## src/rtl/rv32i_fetch_unit_if.sv

```systemverilog
// rv32i_fetch_unit_if: fetch-side bus bundle.
// Carries imem, decode and redirect signals.
interface rv32i_fetch_unit_if #(
  parameter int WIDTH = 32
);
  logic             i_stall;
  logic             i_redirect;
  logic [WIDTH-1:0] i_redirect_pc;
  logic [WIDTH-1:0] o_imem_addr;
  logic [WIDTH-1:0] i_imem_inst;
  logic [WIDTH-1:0] o_id_pc;
  logic [WIDTH-1:0] o_id_inst;
  logic             o_id_valid;
  logic             o_fetch_fault;

  modport master (
    input  i_stall,
    input  i_redirect,
    input  i_redirect_pc,
    input  i_imem_inst,
    output o_imem_addr,
    output o_id_pc,
    output o_id_inst,
    output o_id_valid,
    output o_fetch_fault
  );

  modport slave (
    output i_stall,
    output i_redirect,
    output i_redirect_pc,
    output i_imem_inst,
    input  o_imem_addr,
    input  o_id_pc,
    input  o_id_inst,
    input  o_id_valid,
    input  o_fetch_fault
  );
endinterface

```

## src/rtl/rv32i_fetch_unit.sv

```systemverilog
// rv32i_fetch_unit: PC, synchronous imem request, decode hand-off.
// FETCH_MISALIGN_TRAP_EN enables the misaligned-redirect fault.
module rv32i_fetch_unit #(
  parameter int               WIDTH    = 32,
  parameter logic [WIDTH-1:0] RESET_PC = '0,
  parameter logic [WIDTH-1:0] NOP_INST = WIDTH'(32'h0000_0013)
) (
  input  logic             clk,
  input  logic             rst,
  rv32i_fetch_unit_if.master bus
);

  logic [WIDTH-1:0] pc_q, pc_d;
  logic [WIDTH-1:0] req_pc_q, req_pc_d;
  logic             req_valid_q, req_valid_d;
  logic [WIDTH-1:0] hold_inst_q, hold_inst_d;
  logic             hold_valid_q, hold_valid_d;
  logic [WIDTH-1:0] target;
  logic             misalign;
  logic             fault_s;

`ifdef FETCH_MISALIGN_TRAP_EN
  logic fault_q, fault_d;

  assign target   = bus.i_redirect_pc;
  assign misalign = |bus.i_redirect_pc[1:0];
  assign fault_s  = fault_q;

  // Sticky fault: set by a misaligned redirect, cleared by an aligned one.
  always_ff @(posedge clk) begin
    if (rst) fault_q <= 1'b0;
    else     fault_q <= fault_d;
  end

  // Fault update follows the redirect pulse only.
  always_comb begin
    fault_d = fault_q;
    if (bus.i_redirect) fault_d = misalign;
  end
`else
  localparam logic [WIDTH-1:0] ALIGN_MASK = ~WIDTH'(3);

  assign target   = bus.i_redirect_pc & ALIGN_MASK;
  assign misalign = 1'b0;
  assign fault_s  = misalign;
`endif

  // Pipeline state registers with synchronous reset.
  always_ff @(posedge clk) begin
    if (rst) begin
      pc_q         <= RESET_PC;
      req_pc_q     <= '0;
      req_valid_q  <= 1'b0;
      hold_inst_q  <= NOP_INST;
      hold_valid_q <= 1'b0;
    end else begin
      pc_q         <= pc_d;
      req_pc_q     <= req_pc_d;
      req_valid_q  <= req_valid_d;
      hold_inst_q  <= hold_inst_d;
      hold_valid_q <= hold_valid_d;
    end
  end

  // Next state: redirect beats stall, stall beats fault, else advance.
  always_comb begin
    pc_d         = pc_q;
    req_pc_d     = req_pc_q;
    req_valid_d  = req_valid_q;
    hold_inst_d  = hold_inst_q;
    hold_valid_d = hold_valid_q;
    if (bus.i_redirect) begin
      pc_d         = target;
      req_valid_d  = 1'b0;
      hold_valid_d = 1'b0;
    end else if (bus.i_stall) begin
      if (!hold_valid_q) begin
        hold_inst_d  = bus.i_imem_inst;
        hold_valid_d = 1'b1;
      end
    end else begin
      req_pc_d     = pc_q;
      req_valid_d  = ~fault_s;
      hold_valid_d = 1'b0;
      if (!fault_s) pc_d = pc_q + WIDTH'(4);
    end
  end

  // Decode-side outputs; the held copy covers the stalled window.
  always_comb begin
    bus.o_imem_addr   = pc_q;
    bus.o_id_pc       = req_pc_q;
    bus.o_id_valid    = req_valid_q;
    bus.o_fetch_fault = fault_s;
    bus.o_id_inst     = bus.i_imem_inst;
    if (!req_valid_q)      bus.o_id_inst = NOP_INST;
    else if (hold_valid_q) bus.o_id_inst = hold_inst_q;
  end

endmodule

```

## src/flat_wrapper.sv

```systemverilog
// flat-port wrapper written by rule: the top's interface ports become plain ports
module rv32i_fetch_unit_flat 
#(
  parameter int               WIDTH    = 32,
  parameter logic [WIDTH-1:0] RESET_PC = '0,
  parameter logic [WIDTH-1:0] NOP_INST = WIDTH'(32'h0000_0013)
)
  (clk, rst, bus_i_stall, bus_i_redirect, bus_i_redirect_pc, bus_i_imem_inst, bus_o_imem_addr, bus_o_id_pc, bus_o_id_inst, bus_o_id_valid, bus_o_fetch_fault);
  rv32i_fetch_unit_if #(.WIDTH(WIDTH)) bus_i ();
  input  logic clk;
  input  logic rst;
  input wire logic [$bits(bus_i.i_stall)-1:0] bus_i_stall;
  input wire logic [$bits(bus_i.i_redirect)-1:0] bus_i_redirect;
  input wire logic [$bits(bus_i.i_redirect_pc)-1:0] bus_i_redirect_pc;
  input wire logic [$bits(bus_i.i_imem_inst)-1:0] bus_i_imem_inst;
  output wire logic [$bits(bus_i.o_imem_addr)-1:0] bus_o_imem_addr;
  output wire logic [$bits(bus_i.o_id_pc)-1:0] bus_o_id_pc;
  output wire logic [$bits(bus_i.o_id_inst)-1:0] bus_o_id_inst;
  output wire logic [$bits(bus_i.o_id_valid)-1:0] bus_o_id_valid;
  output wire logic [$bits(bus_i.o_fetch_fault)-1:0] bus_o_fetch_fault;
  assign bus_i.i_stall = bus_i_stall;
  assign bus_i.i_redirect = bus_i_redirect;
  assign bus_i.i_redirect_pc = bus_i_redirect_pc;
  assign bus_i.i_imem_inst = bus_i_imem_inst;
  assign bus_o_imem_addr = bus_i.o_imem_addr;
  assign bus_o_id_pc = bus_i.o_id_pc;
  assign bus_o_id_inst = bus_i.o_id_inst;
  assign bus_o_id_valid = bus_i.o_id_valid;
  assign bus_o_fetch_fault = bus_i.o_fetch_fault;
  rv32i_fetch_unit #(.WIDTH(WIDTH), .RESET_PC(RESET_PC), .NOP_INST(NOP_INST)) u_core (.clk(clk), .rst(rst), .bus(bus_i));
endmodule
```

## config.mk

```make
export PLATFORM = sky130hd
export DESIGN_NAME = rv32i_fetch_unit_flat
export DESIGN_NICKNAME = d
export VERILOG_FILES = /design/src/rtl/rv32i_fetch_unit_if.sv /design/src/rtl/rv32i_fetch_unit.sv /design/src/flat_wrapper.sv
export SDC_FILE = /design/constraint.sdc
export NUM_CORES = 1
export LEC_CHECK = 0
export CAP_MARGIN = 20
export CELL_PAD_IN_SITES_DETAIL_PLACEMENT = 1
export CELL_PAD_IN_SITES_GLOBAL_PLACEMENT = 1
export CORE_AREA = 3 3 120 122
export CTS_CLUSTER_DIAMETER = 60
export DETAILED_ROUTE_END_ITERATION = 10
export DIE_AREA = 0 0 123 125
export GPL_TIMING_DRIVEN = 0
export HOLD_SLACK_MARGIN = 0.05
export PLACE_DENSITY = 0.85
export RECOVER_POWER = 25
export REMOVE_ABC_BUFFERS = 1
export SYNTH_ARGS = -nofsm -noshare
export SYNTH_HDL_FRONTEND = slang
export SYNTH_SLANG_ARGS = --single-unit
```

## constraint.sdc

```tcl
create_clock -name clk -period 2.9 [get_ports clk]
set_clock_uncertainty 0.15 [all_clocks]
set_input_delay 0.725 -clock clk [delete_from_list [all_inputs] [get_ports clk]]
set_output_delay 0.725 -clock clk [all_outputs]
set_load 0.02 [all_outputs]
```

==> out/metrics.csv <==
metric;value;unit
area.growth.synth_to_final;45.6;%
critPathCaptureType;output port;
ys.flop_type;dfxtp_1;
fin_area;6770;um2
placed_area;6360;um2
p_leak;2.80;nW
r2r-start;u_core.bus.o_imem_addr[4]$_SDFFE_PP0N_;
met1_usage;22.7;%
clockRootBuffer;clkbuf_16;
synth-warning-count;0;
final_util;50.9;%
drive_gt1_share;7.47;%
p_clk_share;37.2;%
p_sw_share;27.5;%
cp-start-kind;primary input;
path_max_fanout;2;
drt_pass1_iterations;4;
fillers;1549;
post-synth-top-area-cell;dfxtp_1;
dp.cells;876;
crit_path_start;bus_i_imem_inst[12];
p_sw;0.867;mW
grtUsageTotal;20.2;%
start_util;35.0;%
pin_count;166;
yosysSeqAreaShare;40.5;%
antenna_found_initial;0;
p_int;2.28;mW
clk_pin_slew;60;ps
drv_cap;0;
cts_buffers;9;
routed_wl;15800;um
finalWorstPathRequiredPeriod;2880;ps
top_usage_layer;met2;
diodes;0;
crit_type;primary input to output port;
power.density;465;nW/um2
die_h;125;um
worst_pin_slew;820;ps
die_w;123;um
synthesis.area;4650;um2
cts_buffer_depth;2;
routabilityCongestion;0.737;
hold_ws;302;ps
drt_iter0_drc;170;
ys_ff_latch;94;
layoutNonFillerInstCount;899;
worstRegToRegCells;4;
grt_pass1_wl;25100;um
peakVddDrop;0.000363;V
grt_pass1_vias;5062;
holdCritPathClass;register to register;
htree_num_levels;3;
fp.dieArea;15400;um2
slew_violations;0;
drc;0;
dpl.hpwl;11300;um
synth_edf_count;0;
pwr-share-comb;17.2;%
synth_top_area_share;40.5;%
cp_data_required_time;2030;ps
avgViaCountPerCell;5.24;
r2r-end;u_core.bus.o_imem_addr[21]$_SDFFE_PP0N_;
netlist_top_cells_area;dfxtp_1, nand2_1, mux2i_1, a21oi_1, nor2_1;
async_flop_share;0;%
drtAntennaViolNets;0;
insertion_delay;340;ps
ys_types;54;
fmax;0.348;GHz
finalHoldViolations;0;
crit_end;bus_o_id_inst[12];
vias;4714;
gr-total-overflow;0;
post-route-period-util;99.1;%
cts_hold_buf;0;
grt_max_degree;74;
cp.arrival;2000;ps
report.final.setup_viol;0;
use_met2;36.3;%
rows;42;
tns;0;ps
status;completed;
portBuffers;158;
use_met3;6.19;%
cts.sinks;94;
syn-instance-count;581;
cts_tree;yes;
slew_headroom;44.9;%
layout.nets;787;
syn_avg_cell_area;8.00;um2
rsz0062_at_grt;false;
rrSetupSlack;500;ps
routedWlPerCell;17.6;um
p_seq_share;45.7;%
core_region_area;13300;um2
-- how the worst min path moves through the flow --
stage                                             start  cells past startpoint                             endpoint
floorplan           u_core.hold_inst_q[10]$_SDFFE_PP0P_                      2  u_core.hold_inst_q[10]$_SDFFE_PP0P_
global placement    u_core.hold_inst_q[30]$_SDFFE_PP0P_                      2  u_core.hold_inst_q[30]$_SDFFE_PP0P_
detailed placement  u_core.hold_inst_q[24]$_SDFFE_PP0P_                      2  u_core.hold_inst_q[24]$_SDFFE_PP0P_
CTS                 u_core.hold_inst_q[28]$_SDFFE_PP0P_                      2  u_core.hold_inst_q[28]$_SDFFE_PP0P_
global route        u_core.bus.o_id_pc[13]$_SDFFE_PP0P_                      2  u_core.bus.o_id_pc[13]$_SDFFE_PP0P_
finish              u_core.bus.o_id_pc[17]$_SDFFE_PP0P_                      2  u_core.bus.o_id_pc[17]$_SDFFE_PP0P_
-- cells in the mapped netlist, types with 2 or more instances --
master	n
xor2_1	2
nand3_1	4
nor2_1	58
a21oi_1	62
nor4_1	4
and4_1	7
nor3_1	4
or3_1	6
buf_2	9
buf_6	2
a2111oi_2	4
nor4_2	4
buf_4	5
nand4b_1	2
nor2b_1	3
mux2i_1	33
nand3b_1	5
a311oi_1	11
nand2_1	138
a211oi_1	15
and2_1	3
nand4_1	13
or4_1	4
xnor2_1	8
nor4_4	3
buf_1	2
o31ai_1	5
inv_1	13
dfxtp_1	94
o21ai_0	5
clkbuf_1	30
-- power by group through the flow --
stage | clock (mW) | combinational, mW | sequential (mW)
final | 1.17 | 0.540 | 1.44
after global routing | 1.26 | 0.586 | 1.45
after CTS | 1.21 | 0.554 | 1.44
after detailed placement | 0 | 0.545 | 1.47
after global placement | 0 | 0.508 | 1.47
after floorplan | 0 | 0.186 | 1.50
-- worst max-delay path, stage by stage --
cell and delay (ps):
clkdlybuf4s50_1 500, mux2i_1 80, nor2_1 90, clkdlybuf4s50_1 610
-- cells in the final DEF, fill, tap and decap left out, types with 5 or more instances in the layout --
| master | Yosys | layout |
|---|---|---|
| inv_1 | 13 | 12 |
| clkinv_2 | 0 | 5 |
| a21oi_1 | 62 | 62 |
| nand2_1 | 138 | 138 |
| buf_4 | 5 | 5 |
| clkbuf_16 | 0 | 9 |
| nand4_1 | 13 | 13 |
| a211oi_1 | 15 | 15 |
| xnor2_1 | 8 | 8 |
| clkdlybuf4s50_1 | 0 | 89 |
| nor4_2 | 4 | 5 |
| nor2_1 | 58 | 57 |
| o21ai_0 | 5 | 5 |
| dlygate4sd2_1 | 0 | 6 |
| dfxtp_1 | 94 | 92 |
| o31ai_1 | 5 | 5 |
| mux2i_1 | 33 | 33 |
| or3_1 | 6 | 6 |
| and4_1 | 7 | 7 |
| dlymetal6s2s_1 | 1 | 23 |
| dlygate4sd3_1 | 0 | 39 |
| a311oi_1 | 11 | 11 |
| conb_1 | 1 | 5 |
| nand3b_1 | 5 | 5 |
-- layer usage --
metal | wire length [um] | up-vias | part of all wire [%]
li1 | - | 2276 | -
met1 | 6380 | 2280 | 40
met2 | 7990 | 143 | 50
met3 | 1250 | 15 | 7.9
met4 | 212 | 0 | 1.3
met5 | 0 | - | 0
-- cell type report --
class                      instances  area (um2)  area share [%]
multi-input combinational        428        2490            36.7
tap                              176         220            3.25
timing repair inverter             1        7.51           0.111
timing repair buffer             170        1830            27.0
inverter                          14        57.6           0.850
sequential                        94        1890            27.9
clock buffer                      11         233            3.44
clock inverter                     5        50.0           0.740
-- per-stage QoR --
step / power (mW) / setup WS [ps]
after detailed placement: 2.01 / -418
after floorplan: 1.68 / 237
after CTS: 3.20 / 5.87
after global placement: 1.97 / -1840
after global routing: 3.29 / 2.61
final: 3.15 / 24.8
-- logic make-up (layout without fill, tap and decap cells) --
kind of cell | after synthesis | count (layout) | share of synthesized area [%]
AO/OA/AOI/OAI | 109 | 109 | 15.0
XOR/XNOR | 10 | 10 | 1.88
flip-flops | 94 | 94 | 40.5
AND/OR/NAND/NOR | 270 | 270 | 28.9
multiplexers | 33 | 33 | 7.10
adder cells (fa/ha/maj) | 1 | 1 | 0.269
buffers and inverters | 63 | 201 | 6.24
other | 1 | 5 | 0.0807
-- timing repair --
item | in CTS | in global routing
gates cloned | 1 | 0
pin swaps | 0 | 0
gates resized for setup | 10 | 24
setup endpoints to repair | 31 | 36
buffers inserted | 4 | 1
-- registers in the layout, summed over array words and instances (netlist names) --
register                count
u_core.bus.o_id_valid       1
u_core.bus.o_imem_addr     30
u_core.hold_inst_q         32
u_core.hold_valid_q         1
u_core.bus.o_id_pc         30
(Power assumes the default switching activity.)
